`src/rtl/cv32e40p_alu_ft_reconfig.sv`:
```
// Fault-tolerant EX stage ALU reconfiguration sequencer.
// Collects permanent-fault remove requests into a sticky healthy-ALU mask.
// A switchover is sequenced as: wait for EX idle, stall and drain, then apply
// the new mask. The voter mode and the primary ALU select follow the mask.
module cv32e40p_alu_ft_reconfig #(
    parameter int unsigned NUM_ALU      = 3,
    parameter int unsigned DRAIN_CYCLES = 2
) (
    input  logic               clock,
    input  logic               rst_n,
    input  logic [NUM_ALU-1:0] alu_remove_i,
    input  logic               ex_busy_i,
    output logic [NUM_ALU-1:0] alu_active_o,
    output logic [1:0]         voter_mode_o,
    output logic [1:0]         alu_sel_o,
    output logic               reconfig_stall_o,
    output logic               reconfig_ack_o,
    output logic               fatal_o
);

    localparam int unsigned CNT_W = (DRAIN_CYCLES > 1) ? $clog2(DRAIN_CYCLES) : 1;

    typedef enum logic [1:0] {
        ST_NORMAL  = 2'd0,
        ST_PENDING = 2'd1,
        ST_DRAIN   = 2'd2,
        ST_APPLY   = 2'd3
    } state_t;

    // Voter mode from the number of healthy ALUs; the fatal flag forces fail.
    function automatic logic [1:0] mode_f(input logic [NUM_ALU-1:0] m, input logic f);
        logic [2:0] pc;
        logic [1:0] md;
        pc = 3'd0;
        for (int i = 0; i < NUM_ALU; i++) begin
            pc = pc + {2'b00, m[i]};
        end
        case (pc)
            3'd3:    md = 2'b00;
            3'd2:    md = 2'b01;
            3'd1:    md = 2'b10;
            default: md = 2'b11;
        endcase
        if (f) begin
            md = 2'b11;
        end
        return md;
    endfunction

    // Index of the lowest-numbered healthy ALU.
    function automatic logic [1:0] sel_f(input logic [NUM_ALU-1:0] m);
        logic [1:0] s;
        s = 2'd0;
        for (int i = NUM_ALU - 1; i >= 0; i--) begin
            if (m[i]) begin
                s = 2'(i);
            end
        end
        return s;
    endfunction

    state_t             state_r, state_next_s;
    logic [NUM_ALU-1:0] pending_r, pending_next_s;
    logic [NUM_ALU-1:0] snap_r, snap_next_s;
    logic [NUM_ALU-1:0] active_r, active_next_s;
    logic [NUM_ALU-1:0] new_mask_s;
    logic [CNT_W-1:0]   cnt_r, cnt_next_s;
    logic               fatal_r, fatal_next_s;
    logic [1:0]         mode_r;
    logic [1:0]         sel_r;
    logic               stall_r;
    logic               ack_r;

    // Next-state, request capture and mask update logic.
    always_comb begin
        state_next_s  = state_r;
        snap_next_s   = snap_r;
        cnt_next_s    = cnt_r;
        active_next_s = active_r;
        fatal_next_s  = fatal_r;
        new_mask_s    = active_r & ~snap_r;

        // Requests for ALUs already out of service are dropped; the bits
        // being applied this cycle are retired, anything newer stays pending.
        if (state_r == ST_APPLY) begin
            pending_next_s = (pending_r | (alu_remove_i & active_r)) & ~snap_r;
        end else begin
            pending_next_s = pending_r | (alu_remove_i & active_r);
        end

        case (state_r)
            ST_NORMAL: begin
                if (pending_r != {NUM_ALU{1'b0}}) begin
                    state_next_s = ST_PENDING;
                end else begin
                    state_next_s = ST_NORMAL;
                end
            end
            ST_PENDING: begin
                if (!ex_busy_i) begin
                    snap_next_s  = pending_r;
                    cnt_next_s   = CNT_W'(DRAIN_CYCLES - 1);
                    state_next_s = ST_DRAIN;
                end else begin
                    state_next_s = ST_PENDING;
                end
            end
            ST_DRAIN: begin
                if (cnt_r == {CNT_W{1'b0}}) begin
                    state_next_s = ST_APPLY;
                end else begin
                    cnt_next_s   = cnt_r - {{(CNT_W-1){1'b0}}, 1'b1};
                    state_next_s = ST_DRAIN;
                end
            end
            ST_APPLY: begin
                state_next_s = ST_NORMAL;
                // Never take the last healthy ALU out of service.
                if (new_mask_s != {NUM_ALU{1'b0}}) begin
                    active_next_s = new_mask_s;
                end else begin
                    fatal_next_s = 1'b1;
                end
            end
            default: begin
                state_next_s = ST_NORMAL;
            end
        endcase
    end

    // State, mask and registered output update with synchronous reset.
    always_ff @(posedge clock) begin
        if (!rst_n) begin
            state_r   <= ST_NORMAL;
            pending_r <= {NUM_ALU{1'b0}};
            snap_r    <= {NUM_ALU{1'b0}};
            cnt_r     <= {CNT_W{1'b0}};
            active_r  <= {NUM_ALU{1'b1}};
            fatal_r   <= 1'b0;
            mode_r    <= mode_f({NUM_ALU{1'b1}}, 1'b0);
            sel_r     <= 2'd0;
            stall_r   <= 1'b0;
            ack_r     <= 1'b0;
        end else begin
            state_r   <= state_next_s;
            pending_r <= pending_next_s;
            snap_r    <= snap_next_s;
            cnt_r     <= cnt_next_s;
            active_r  <= active_next_s;
            fatal_r   <= fatal_next_s;
            mode_r    <= mode_f(active_next_s, fatal_next_s);
            sel_r     <= sel_f(active_next_s);
            stall_r   <= (state_next_s == ST_DRAIN) || (state_next_s == ST_APPLY);
            ack_r     <= (state_next_s == ST_APPLY);
        end
    end

    assign alu_active_o     = active_r;
    assign voter_mode_o     = mode_r;
    assign alu_sel_o        = sel_r;
    assign reconfig_stall_o = stall_r;
    assign reconfig_ack_o   = ack_r;
    assign fatal_o          = fatal_r;

endmodule
```
`config.mk`:
```
export PLATFORM = sky130hd
export DESIGN_NAME = cv32e40p_alu_ft_reconfig
export DESIGN_NICKNAME = d
export VERILOG_FILES = /design/src/rtl/cv32e40p_alu_ft_reconfig.sv
export SDC_FILE = /design/constraint.sdc
export NUM_CORES = 1
export LEC_CHECK = 0
export ABC_AREA = 1
export BUFFER_PORTS_ARGS = -buffer_cell sky130_fd_sc_hd__clkbuf_2
export CORE_ASPECT_RATIO = 1.1
export CORE_UTILIZATION = 39
export DETAILED_ROUTE_END_ITERATION = 8
export GPL_ROUTABILITY_DRIVEN = 1
export PLACE_DENSITY = 0.71
export SLEW_MARGIN = 25
export SYNTH_ARGS = -nofsm -noshare
export SYNTH_HDL_FRONTEND = slang
export SYNTH_SLANG_ARGS = --single-unit
```
`constraint.sdc`:
```
create_clock -name clock -period 1.5 [get_ports clock]
set_input_delay 0.075 -clock clock [delete_from_list [all_inputs] [get_ports clock]]
set_output_delay 0.075 -clock clock [all_outputs]
set_load 0.03 [all_outputs]
```
After elaboration in Yosys (flattened, before gate mapping)
Index checks and enable logic that the tools add are counted.
- register bits: 19
- output and inout port bits: 10
- word-level logic and storage cells: 55
- add/subtract/negate cells: 3
- eq/ne operators: 9
- mux-type cells: 16
- bitwise operators: 7
- reductions and logical operators: 9
- operators with widths (cell ; count):
    AND 3 bit ; 3
    2-to-1 mux 3 bit ; 3
    == test 2 bit (second input constant) ; 4
    case mux 2 bit (4 select lines) ; 1
    2-to-1 mux 1 bit ; 7
    == test 3 x 2 -> 1 bit (second input constant) ; 2
    2-to-1 mux 2 bit ; 3
    case mux 2 bit (3 select lines) ; 1
    nonzero test 3 bit ; 2
    AND reduction 2 bit ; 2
    adder 2 x 1 -> 3 bit ; 1
    == test 3 x 1 -> 1 bit (second input constant) ; 1
    inverter 3 bit ; 1
    bitwise OR 3 bit ; 1
    OR reduction 3 bit ; 1
    adder 1 x 1 -> 2 bit ; 1
    == test 2 x 1 -> 1 bit (second input constant) ; 1
    logical NOT 2 bit ; 1
    != test 2 bit (second input constant) ; 1
    inverter 1 bit ; 2
    case mux 1 bit (2 select lines) ; 1
    nonzero test 2 bit ; 1
    OR reduction 2 bit ; 1
    logical OR 1 bit ; 1
    subtractor 1 bit (second input constant) ; 1

Longest topological paths before layout
Gate-level depths: netlist of run 1.
- depth in word-level cells: 10
- depth in mapped cells: 8

Least setup slack after synthesis of run 1
No wires, ideal clock.
- path type: register -> register
- start: reg active_r[1] (netlist: alu_active_o[1])
- end: reg mode_r[0] (netlist: voter_mode_o[0])
- setup time: 0.115 ns
- data arrival time: 1.433 ns
- required time: 1.385 ns
- slack: -0.049 ns
- stages on the path, launching flop included: 8
- clock period less this slack: 1.549 ns
- cell sequence: dfxtp_1 nand2_1 nand3_1 nand2_1 nand2_2 fa_1 nand2_1 nand2_1
- word-level cells in the longest chain between the ends: 9
- RTL lines (what ; RTL line ; text):
    start: declaration ; 65 ; logic [NUM_ALU-1:0] active_r, active_next_s;
    start signal: assignment ; 138 ; active_r <= {NUM_ALU{1'b1}};
    start signal: assignment ; 149 ; active_r <= active_next_s;
    AND 3 bit ; 81 ; new_mask_s = active_r & ~snap_r;
    nonzero test 3 bit ; 119 ; if (new_mask_s != {NUM_ALU{1'b0}}) begin
    2-to-1 mux 3 bit ; 119 ;
    2-to-1 mux 3 bit ; 91 ; case (state_r)
    adder 1 x 1 -> 2 bit ; 36 ; pc = pc + {2'b00, m[i]};
    adder 2 x 1 -> 3 bit ; 36 ;
    == test 3 x 1 -> 1 bit / == test 3 x 2 -> 1 bit (equally long branches) ; 38 ; case (pc)
    case mux 2 bit (3 select lines) ; 38 ;
    2-to-1 mux 2 bit * ; 44 ; if (f) begin
    end signal: assignment ; 140 ; mode_r <= mode_f({NUM_ALU{1'b1}}, 1'b0);
    end signal: assignment ; 151 ; mode_r <= mode_f(active_next_s, fatal_next_s);
    end: declaration ; 69 ; logic [1:0] mode_r;
Mark *: on every way between the ends. The rest lies on a longest branch, timed or not.
A chain may end at the register's enable or synchronous reset.

Worst setup path after layout of run 1
- start: reg snap_r[0]
- end: reg mode_r[0] (netlist: voter_mode_o[0])
- word-level cells in the longest chain between the ends: 10
- RTL lines (what ; RTL line ; text):
    start: declaration ; 64 ; logic [NUM_ALU-1:0] snap_r, snap_next_s;
    start signal: assignment ; 136 ; snap_r <= {NUM_ALU{1'b0}};
    start signal: assignment ; 147 ; snap_r <= snap_next_s;
    inverter 3 bit * ; 81 ;
    AND 3 bit * ; 81 ;
    nonzero test 3 bit ; 119 ;
    2-to-1 mux 3 bit ; 119 ;
    2-to-1 mux 3 bit ; 91 ;
    adder 1 x 1 -> 2 bit ; 36 ;
    adder 2 x 1 -> 3 bit ; 36 ;
    == test 3 x 1 -> 1 bit / == test 3 x 2 -> 1 bit (equally long branches) ; 38 ;
    case mux 2 bit (3 select lines) ; 38 ;
    2-to-1 mux 2 bit * ; 44 ;
Marks and branches as above.

==> summary.txt, run 1 <==
Synth-to-Final Area Change -> 18.3%
RSZ-0062 raised after global routing -> no
# resized after CTS -> 0
Placer Congestion -> 0.817
Yosys reg bits -> 19
Yosys cell types -> 13
DR iter-0 viols -> 1
slew of the pin with the lowest slew margin -> 0.258 ns
Total Neg Setup Slack -> 0 ns
final std cells w/o fill -> 123
Root Driver -> clkbuf_4
Synth Area per Inst -> 8.02 µm²
commonest non-fill, non-tap cell in the layout -> nand2_1
Net count, final -> 114
Crit Path Max Fanout -> 3
remaining antenna violation count -> 0
Pleak -> 0.416 nW
leading area contributor after synthesis -> dfxtp_1
status -> finished clean
Initial DRT Pass Iterations -> 3
Die H -> 46.4 µm
CTS Buf Count -> 3
first-pass GRT wire length -> 1970 µm
Place WS -> 0.0461 ns
wire per inst -> 9.62 µm
Core Footprint -> 1610 µm²
Initial Utilization -> 43.3%
setup violators final -> 0
post-layout min period -> 1.41 ns
Core Rows -> 15
drt total wl -> 1180 µm
Synth Net Count -> 94
synth warn -> 0
final setup skew -> 0.00248 ns
f_max -> 708 MHz
Worst Path Required -> 1.75 ns
CP Class -> reg2reg
number of fill cells in the layout -> 175
endpoint type of the worst setup path -> register
antenna violations before repair -> 0
Cells after Synth -> 87
Skew-Pair Late Insertion Delay -> 0.29 ns
cell area after synthesis -> 698 µm²
die width -> 42.3 µm
H-Tree Depth -> 1
vias after detailed routing -> 574
DP HPWL -> 921 µm
worst hold path class -> in2reg
GR Overflow Total -> 0
I/O Buffers -> 15
worst setup margin -> 0.0869 ns
Slew headroom -> 82.7%
VDD IR-drop max -> 0.723 mV
all-layer global routing usage -> 14.2%
area of the multi-input gates -> 269 µm²
largest net degree at the start of global routing -> 11
post-route cell area -> 826 µm²
Period Utilization, post-route -> 94.2%
Setup crit start kind -> register
routed vias/inst -> 4.67
top area cells in the synthesized netlist -> dfxtp_1 (54%), nand2_1 (11%), a21oi_1 (7.9%)
Clock Tree Buf Depth -> 2
PD cells -> 1080 nW/µm²
most frequent cells in the layout -> nand2_1 (21), dfxtp_1 (15), clkbuf_2 (15)
TritonCTS clock tree -> yes
Seq/Total Area, Yosys -> 54.5%
post-CTS setup buffer count -> 0
Hold Buf Count CTS -> 0
DIE AREA -> 1960 µm²
CP arrival -> 1.66 ns
Seq. cell area -> 385 µm²
post-placement cell area -> 797 µm²
vias in the first global route -> 512
Final Hold Viols -> 0
Final Max Slew Viols -> 0
share of cells above drive strength 1 -> 28.3%
antenna cells -> 0
clock sink count -> 19
Inst Count DP -> 119
# IOs -> 16
area fraction of the dominant cell type after synthesis -> 54.5%
Worst-path clk slew -> 0.10 ns
residual DRC count -> 0
max-cap viol count -> 0
==> path summary, 6_finish.rpt <==
kind	cells past startpoint	from	slack, ns	end
setup / recovery	8	snap_r[0]$_SDFFE_PN0P_	0.09	voter_mode_o[0]$_SDFF_PN0_
hold / removal	3	alu_remove_i[1]	0.06	pending_r[1]$_SDFF_PN0_
setup reg to reg	8	snap_r[0]$_SDFFE_PN0P_	0.09	voter_mode_o[0]$_SDFF_PN0_
hold reg to reg	2	cnt_r$_SDFFE_PN0P_	0.48	cnt_r$_SDFFE_PN0P_
==> synth_stat cells, drive strengths merged <==
cell	number
nand2	26
dfxtp	19
a21oi	11
inv	11
nor2	10
nor3	3
o21ai	3
buf	1
fa	1
nand3	1
nand4	1
==> where the power goes <==
group	switching, W	internal, W
clock	0.000148	0.000104
sequential	0.0000155	0.000532
combinational	0.0000596	0.0000308
total	0.000223	0.000667
==> through the flow <==
step	power (W)	hold WS [ns]	utilization, %
floorplan	0.000625	0.267	-
global placement	0.000646	0.358	49.4
detailed placement	0.000649	0.369	49.4
CTS	0.000898	0.0571	51.0
global route	0.000934	0.0891	51.2
finish	0.000889	0.0582	51.2
==> flip-flops by register name (all words and copies together) (netlist names) <==
signal	flops
reconfig_ack_o	1
state_r	2
voter_mode_o	2
alu_active_o	3
reconfig_stall_o	1
fatal_o	1
cnt_r	1
snap_r	3
pending_r	3
alu_sel_o	2
==> worst max-delay path: stages (launching register included) <==
cell and delay, ns:
dfxtp_1 0.32, inv_1 0.06, nand2_1 0.10, nand3_1 0.09, nand2_1 0.08, nand2_2 0.08, fa_1 0.54, nand2_1 0.05
nand2_1 0.06
==> kinds of logic after synthesis <==
kind of cell,Yosys count,synth area share [%]
and+or+nand+nor,41,25.6
DFF,19,54.5
AOI/OAI and AO/OA,14,10.0
buffers and inverters,12,6.99
adders and majority gates,1,2.87
==> routing by layer <==
metal	global-route usage, %	up-vias	share of wire (%)
li1	-	311	-
met1	14.8	247	45
met2	23.7	12	48
met3	5.88	4	4.8
met4	9.38	0	2.2
met5	0	-	0
==> cell type report <==
| cell class | instances | area share [%] |
|---|---|---|
| multi-input combinational | 56 | 32.6 |
| inverter | 11 | 5.00 |
| sequential | 19 | 46.7 |
| tap | 17 | 2.58 |
| clock buffer | 4 | 3.18 |
| timing repair buffer | 16 | 10.0 |
(Power assumes the default switching activity.)
==> run 2, diff against run 1 <==
- ABC_AREA: 1 -> not set
- PLACE_DENSITY: 0.71 -> 0.7
- TNS_END_PERCENT: not set -> 5
==> run 2 against run 1 <==
The flow now finishes with violations (DRC). Sequential share of layout area is 3.8 points lower. Sequential power fell by 0.9%. Wire length rose by 10%. Non-clock buffer count rose by 4. Critical path depth fell by 2. Area after synthesis up 7.0%. Die area rose by 6.7%. Final area rose by 12%. Worst setup slack lost 0.067 ns. Critical path type unchanged. Critical endpoint unchanged. Highest routed layer unchanged.
==> summary.txt, run 2 <==
area fraction of the dominant cell type after synthesis -> 50.9% (was 54.5%)
Hold Slack -> 0.107 ns (was 0.0582 ns)
Root Driver -> clkbuf_4 (unchanged)
synth warn -> 0 (unchanged)
residual DRC count -> 3 (was 0)
NetSw -> 0.000213 W (was 0.000223 W)
DP HPWL -> 985 µm (was 921 µm)
final setup skew -> 0.00431 ns (was 0.00248 ns)
worst hold path class -> in2reg (unchanged)
failing checks -> DRC
Initial Utilization -> 41.9% (was 43.3%)
total power -> 0.000881 W (was 0.000889 W)
antenna cells -> 0 (unchanged)
final std cells w/o fill -> 111 (was 123)
Setup crit start kind -> register (unchanged)
max-cap viol count -> 0 (unchanged)
Yosys cell types -> 26 (was 13)
combinational power share -> 9.5% (was 10.2%)
Inst Count DP -> 107 (was 119)
DR iter-0 viols -> 14 (was 1)
clock sink count -> 19 (unchanged)
f_max -> 676 MHz (was 708 MHz)
DIE AREA -> 2090 µm² (was 1960 µm²)
Synth-to-Final Area Change -> 24.3% (was 18.3%)
Final Max Slew Viols -> 0 (unchanged)
top area cells in the synthesized netlist -> dfxtp_1 (51%), mux2i_1 (4.0%), and2b_1 (4.0%) (was dfxtp_1 (54%), nand2_1 (11%), a21oi_1 (7.9%))
VDD IR-drop max -> 0.420 mV (was 0.723 mV)
PD cells -> 949 nW/µm² (was 1080 nW/µm²)
post-layout min period -> 1.48 ns (was 1.41 ns)
Pleak -> 0.400 nW (was 0.416 nW)
# resized after CTS -> 4 (was 0)
Clock Tree Buf Depth -> 2 (unchanged)
CP arrival -> 1.72 ns (was 1.66 ns)
power share of the clock group -> 28.8% (was 28.2%)
setup violators final -> 0 (unchanged)
Crit Path Max Fanout -> 3 (unchanged)
first-pass GRT wire length -> 2010 µm (was 1970 µm)
Hold Buf Count CTS -> 0 (unchanged)
cell area after synthesis -> 747 µm² (was 698 µm²)
Internal Power -> 0.000668 W (was 0.000667 W)
I/O Buffers -> 15 (unchanged)
largest net degree at the start of global routing -> 18 (was 11)
all-layer global routing usage -> 13.5% (was 14.2%)
vias in the first global route -> 452 (was 512)
Synth Net Count -> 78 (was 94)
Initial DRT Pass Iterations -> 6 (was 3)
antenna violations before repair -> 0 (unchanged)
Core Rows -> 16 (was 15)
Skew-Pair Late Insertion Delay -> 0.29 ns (about the same)
Core Footprint -> 1780 µm² (was 1610 µm²)
top cells by count, synth -> dfxtp_1 (19), nand2_1 (8), a21oi_1 (4), and2b_1 (4), nor2b_1 (4) (was nand2_1 (21), dfxtp_1 (19), a21oi_1 (11), inv_1 (11), nor2_1 (8))
most common cell in the netlist -> dfxtp_1 (was nand2_1)
routed vias/inst -> 4.96 (was 4.67)
TritonCTS clock tree -> yes (unchanged)
wire per inst -> 11.8 µm (was 9.62 µm)
Net count, final -> 101 (was 114)
Die H -> 47.9 µm (was 46.4 µm)
Worst-path clk slew -> 0.10 ns (about the same)
status -> finished with violations (was finished clean)
RSZ-0062 raised after global routing -> yes (was no)
Cells after Synth -> 71 (was 87)
Placer Congestion -> 0.672 (was 0.817)
Seq/Total Area, Yosys -> 50.9% (was 54.5%)
Final Hold Viols -> 0 (unchanged)
Seq pwr share -> 61.7% (was 61.6%)
Slew headroom -> 81.6% (was 82.7%)
Synth Flop Type -> dfxtp_1 (unchanged)
Worst Path Required -> 1.75 ns (about the same)
drt total wl -> 1310 µm (was 1180 µm)
Yosys reg bits -> 19 (unchanged)
Period Utilization, post-route -> 98.6% (was 94.2%)
post-CTS setup buffer count -> 0 (unchanged)
asr flop ratio synth -> 0% (unchanged)
vias after detailed routing -> 551 (was 574)
endpoint type of the worst setup path -> register (unchanged)
H-Tree Depth -> 1 (unchanged)
Synth Area per Inst -> 10.5 µm² (was 8.02 µm²)
GR Overflow Total -> 0 (unchanged)
share of cells above drive strength 1 -> 48.4% (was 28.3%)
most frequent cells in the layout -> clkbuf_2 (15), dfxtp_1 (11), nand2_1 (7) (was nand2_1 (21), dfxtp_1 (15), clkbuf_2 (15))
switching share of total power -> 24.2% (was 25.0%)
die width -> 43.7 µm (was 42.3 µm)
commonest non-fill, non-tap cell in the layout -> clkbuf_2 (was nand2_1)
slew of the pin with the lowest slew margin -> 0.274 ns (was 0.258 ns)
remaining antenna violation count -> 0 (unchanged)
CTS Buf Count -> 3 (unchanged)
leading area contributor after synthesis -> dfxtp_1 (unchanged)
# IOs -> 16 (unchanged)
CP Class -> reg2reg (unchanged)
Total Neg Setup Slack -> 0 ns (unchanged)
number of synthesized flops with an enable pin -> 0 (unchanged)
==> run 2: cell count changes in the layout (fill, tap and decap cells not counted), moves of 7 or more <==
cell,previous run,this run
nand2_1,21,7
inv_1,11,2
a21oi_1,11,4
nor2_1,8,1
==> run 2: power by group through the flow <==
stage,Clock (W),Combinational [W],Sequential [W]
floorplan,0,0.0000578,0.000556
global placement,0,0.0000802,0.000553
detailed placement,0,0.0000827,0.000553
CTS,0.000260,0.0000839,0.000542
global route,0.000286,0.0000929,0.000547
finish,0.000254,0.0000840,0.000543
==> run 2: cells by family (layout without fill, tap and decap cells) <==
group                      after synthesis  after routing  share of synthesized area [%]
muxes                                    3              3                           4.02
and+or+nand+nor                         32             32                           26.8
DFF                                     19             19                           50.9
adders and majority gates                1              1                           2.68
AOI/OAI and AO/OA                       12             12                           12.6
buffers and inverters                    4             26                           3.01
==> run 2: routing by layer <==
layer  global-route usage, %  up-vias  routed length [µm]
met1                    17.3      249                 638
met4                    9.38        0                  19
met5                       0        -                   0
li1                        -      290                   -
met2                    21.2       10                 611
met3                    2.26        2                  37
==> run 2: path summary, 6_finish.rpt <==
check	start	slack, ns	end	cells past startpoint
max	snap_r[1]$_SDFFE_PN0P_	0.02	voter_mode_o[0]$_SDFF_PN0_	6
min	rst_n	0.11	alu_active_o[1]$_SDFF_PN1_	2
max reg2reg	snap_r[1]$_SDFFE_PN0P_	0.02	voter_mode_o[0]$_SDFF_PN0_	6
min reg2reg	cnt_r$_SDFFE_PN0P_	0.46	reconfig_ack_o$_SDFF_PN0_	1
==> run 2: final cells by class <==
cell class	count	area, µm²
repair buffers	20	113
well taps	18	22.5
fillers	160	853
multi-input cells	48	362
clock buffers	4	26.3
flip-flops and latches	19	398
inverters	2	7.51
==> run 2: critical path, cell delays in order, from the launching register on <==
cell and delay, ns:
dfxtp_2 0.35, and2b_2 0.25, nor2_2 0.10, o21ai_2 0.08
fa_1 0.54, nand2_1 0.05, nand2_1 0.06
==> run 2: stage by stage <==
step	util [%]	worst slack, ns	area [µm²]
after floorplan	-	0.0120	769
after global placement	49.9	0.00392	890
after detailed placement	49.9	-0.0192	890
after CTS	51.8	0.00728	923
after global routing	52.1	-0.0548	928
final	52.1	0.0204	928
==> run 3, diff against run 2 <==
- MAX_ROUTING_LAYER: not set -> met4
==> run 3 against run 2 <==
The run still ends with DRC left. Combinational power about the same. Utilization unchanged. Fmax about the same. Global-route usage up 0.45 points. Largest cell class unchanged. Register-to-register slack about the same.
==> summary.txt, run 3 (synthesis gave the netlist of run 2 again) <==
status -> finished with violations (unchanged)
failing checks -> DRC (unchanged)
CTS Buf Count -> 3 (unchanged)
vias after detailed routing -> 551 (unchanged)
commonest non-fill, non-tap cell in the layout -> clkbuf_2 (unchanged)
post-layout util -> 52.1% (unchanged)
VDD IR-drop max -> 0.420 mV (about the same)
routed vias/inst -> 4.96 (unchanged)
final setup skew -> 0.00427 ns (was 0.00431 ns)
PD cells -> 949 nW/µm² (about the same)
H-Tree Depth -> 1 (unchanged)
Net count, final -> 101 (unchanged)
residual DRC count -> 3 (unchanged)
post-layout min period -> 1.48 ns (about the same)
Worst-path clk slew -> 0.10 ns (about the same)
Die H -> 47.9 µm (unchanged)
# IOs -> 16 (unchanged)
number of fill cells in the layout -> 160 (unchanged)
hold path start -> rst_n (unchanged)
Clock Tree Buf Depth -> 2 (unchanged)
die width -> 43.7 µm (unchanged)
first-pass GRT wire length -> 2010 µm (about the same)
Setup crit start kind -> register (unchanged)
Pleak -> 0.400 nW (unchanged)
DIE AREA -> 2090 µm² (unchanged)
Worst Path Required -> 1.75 ns (about the same)
largest net degree at the start of global routing -> 18 (unchanged)
antenna cells -> 0 (unchanged)
Initial DRT Pass Iterations -> 6 (unchanged)
post-CTS setup buffer count -> 0 (unchanged)
drt total wl -> 1310 µm (about the same)
worst hold path class -> in2reg (unchanged)
TritonCTS clock tree -> yes (unchanged)
slew of the pin with the lowest slew margin -> 0.274 ns (unchanged)
f_max -> 676 MHz (about the same)
vias in the first global route -> 452 (unchanged)
wire per inst -> 11.8 µm (about the same)
antenna violations before repair -> 0 (unchanged)
all-layer global routing usage -> 14.0% (was 13.5%)
Crit Path Max Fanout -> 3 (unchanged)
Root Driver -> clkbuf_4 (unchanged)
CP arrival -> 1.72 ns (about the same)
worst reg2reg path startpoint -> snap_r[1]$_SDFFE_PN0P_ (unchanged)
R2R setup slack -> 0.02 ns (about the same)
Worst Hold End -> alu_active_o[1]$_SDFF_PN1_ (unchanged)
DR iter-0 viols -> 15 (was 14)
Placer Congestion -> 0.679 (was 0.672)
I/O Buffers -> 15 (unchanged)
max-cap viol count -> 0 (unchanged)
Slew headroom -> 81.6% (unchanged)
Skew-Pair Late Insertion Delay -> 0.29 ns (about the same)
WHS Path Cells -> 2 (unchanged)
Final Hold Viols -> 0 (unchanged)
Core Rows -> 16 (unchanged)
Final Max Slew Viols -> 0 (unchanged)
FF-to-FF path depth -> 6 (unchanged)
remaining antenna violation count -> 0 (unchanged)
Period Utilization, post-route -> 98.7% (was 98.6%)
endpoint type of the worst setup path -> register (unchanged)
Reg-to-Reg End -> voter_mode_o[0]$_SDFF_PN0_ (unchanged)
share of cells above drive strength 1 -> 48.4% (unchanged)
Worst Setup SP -> snap_r[1]$_SDFFE_PN0P_ (unchanged)
DP HPWL -> 985 µm (unchanged)
most frequent cells in the layout -> clkbuf_2 (15), dfxtp_1 (11), nand2_1 (7) (unchanged)
CP Class -> reg2reg (unchanged)
Synth-to-Final Area Change -> 24.3% (unchanged)
Hold Buf Count CTS -> 0 (unchanged)
clock sink count -> 19 (unchanged)
setup violators final -> 0 (unchanged)
Initial Utilization -> 41.9% (unchanged)
Hold Slack -> 0.107 ns (about the same)
RSZ-0062 raised after global routing -> yes (unchanged)
GR Overflow Total -> 0 (unchanged)
Core Footprint -> 1780 µm² (unchanged)
## run 3: cell type report
cell class,instances,area (µm²),share of cell area [%]
clock buffers,4,26.3,2.83
inverters,2,7.51,0.809
multi-input cells,48,362,38.9
flip-flops and latches,19,398,42.9
well taps,18,22.5,2.43
repair buffers,20,113,12.1
## run 3: how the worst max path moves through the flow
| stage | end | depth (start not counted) |
|---|---|---|
| detailed placement | voter_mode_o[0]$_SDFF_PN0_ | 6 |
| global route | voter_mode_o[0]$_SDFF_PN0_ | 6 |
| finish | voter_mode_o[0]$_SDFF_PN0_ | 6 |
| floorplan | voter_mode_o[0]$_SDFF_PN0_ | 6 |
| CTS | voter_mode_o[0]$_SDFF_PN0_ | 5 |
| global placement | voter_mode_o[0]$_SDFF_PN0_ | 6 |
## run 3: power by group
group	internal, W	total [W]	switching, W	leakage [nW]
Sequential	0.000523	0.000543	0.0000206	0.157
Clock	0.000103	0.000254	0.000150	0.0150
Combinational	0.0000418	0.0000840	0.0000422	0.228
## run 3: metal layers
layer	up-vias	track usage, %	routed length [µm]
li1	290	-	-
met1	249	17.3	638
met2	10	21.2	623
met3	2	2.26	37
met4	0	9.38	11
met5	-	-	0
## run 3: per-stage QoR
step | power [W] | cells | setup WS [ns] | cell area (µm²) | setup TNS (ns)
after floorplan | 0.000614 | 71 | 0.0120 | 769 | 0
after global placement | 0.000633 | 107 | 0.00392 | 890 | 0
after detailed placement | 0.000636 | 107 | -0.0192 | 890 | -0.0192
after CTS | 0.000886 | 111 | 0.00728 | 923 | 0
after global routing | 0.000926 | 111 | -0.0548 | 928 | -0.0634
final | 0.000881 | 111 | 0.0201 | 928 | 0
## run 3: timing repair
item	4_1_cts	5_1_grt
resized for setup	4	4
setup endpoints to repair	1	2
pin swaps	0	0
## run 3: worst max-delay path, stage by stage, from the launching register on
cell and delay [ns]:
dfxtp_2 0.35, and2b_2 0.25, nor2_2 0.10, o21ai_2 0.08, fa_1 0.54, nand2_1 0.05, nand2_1 0.06
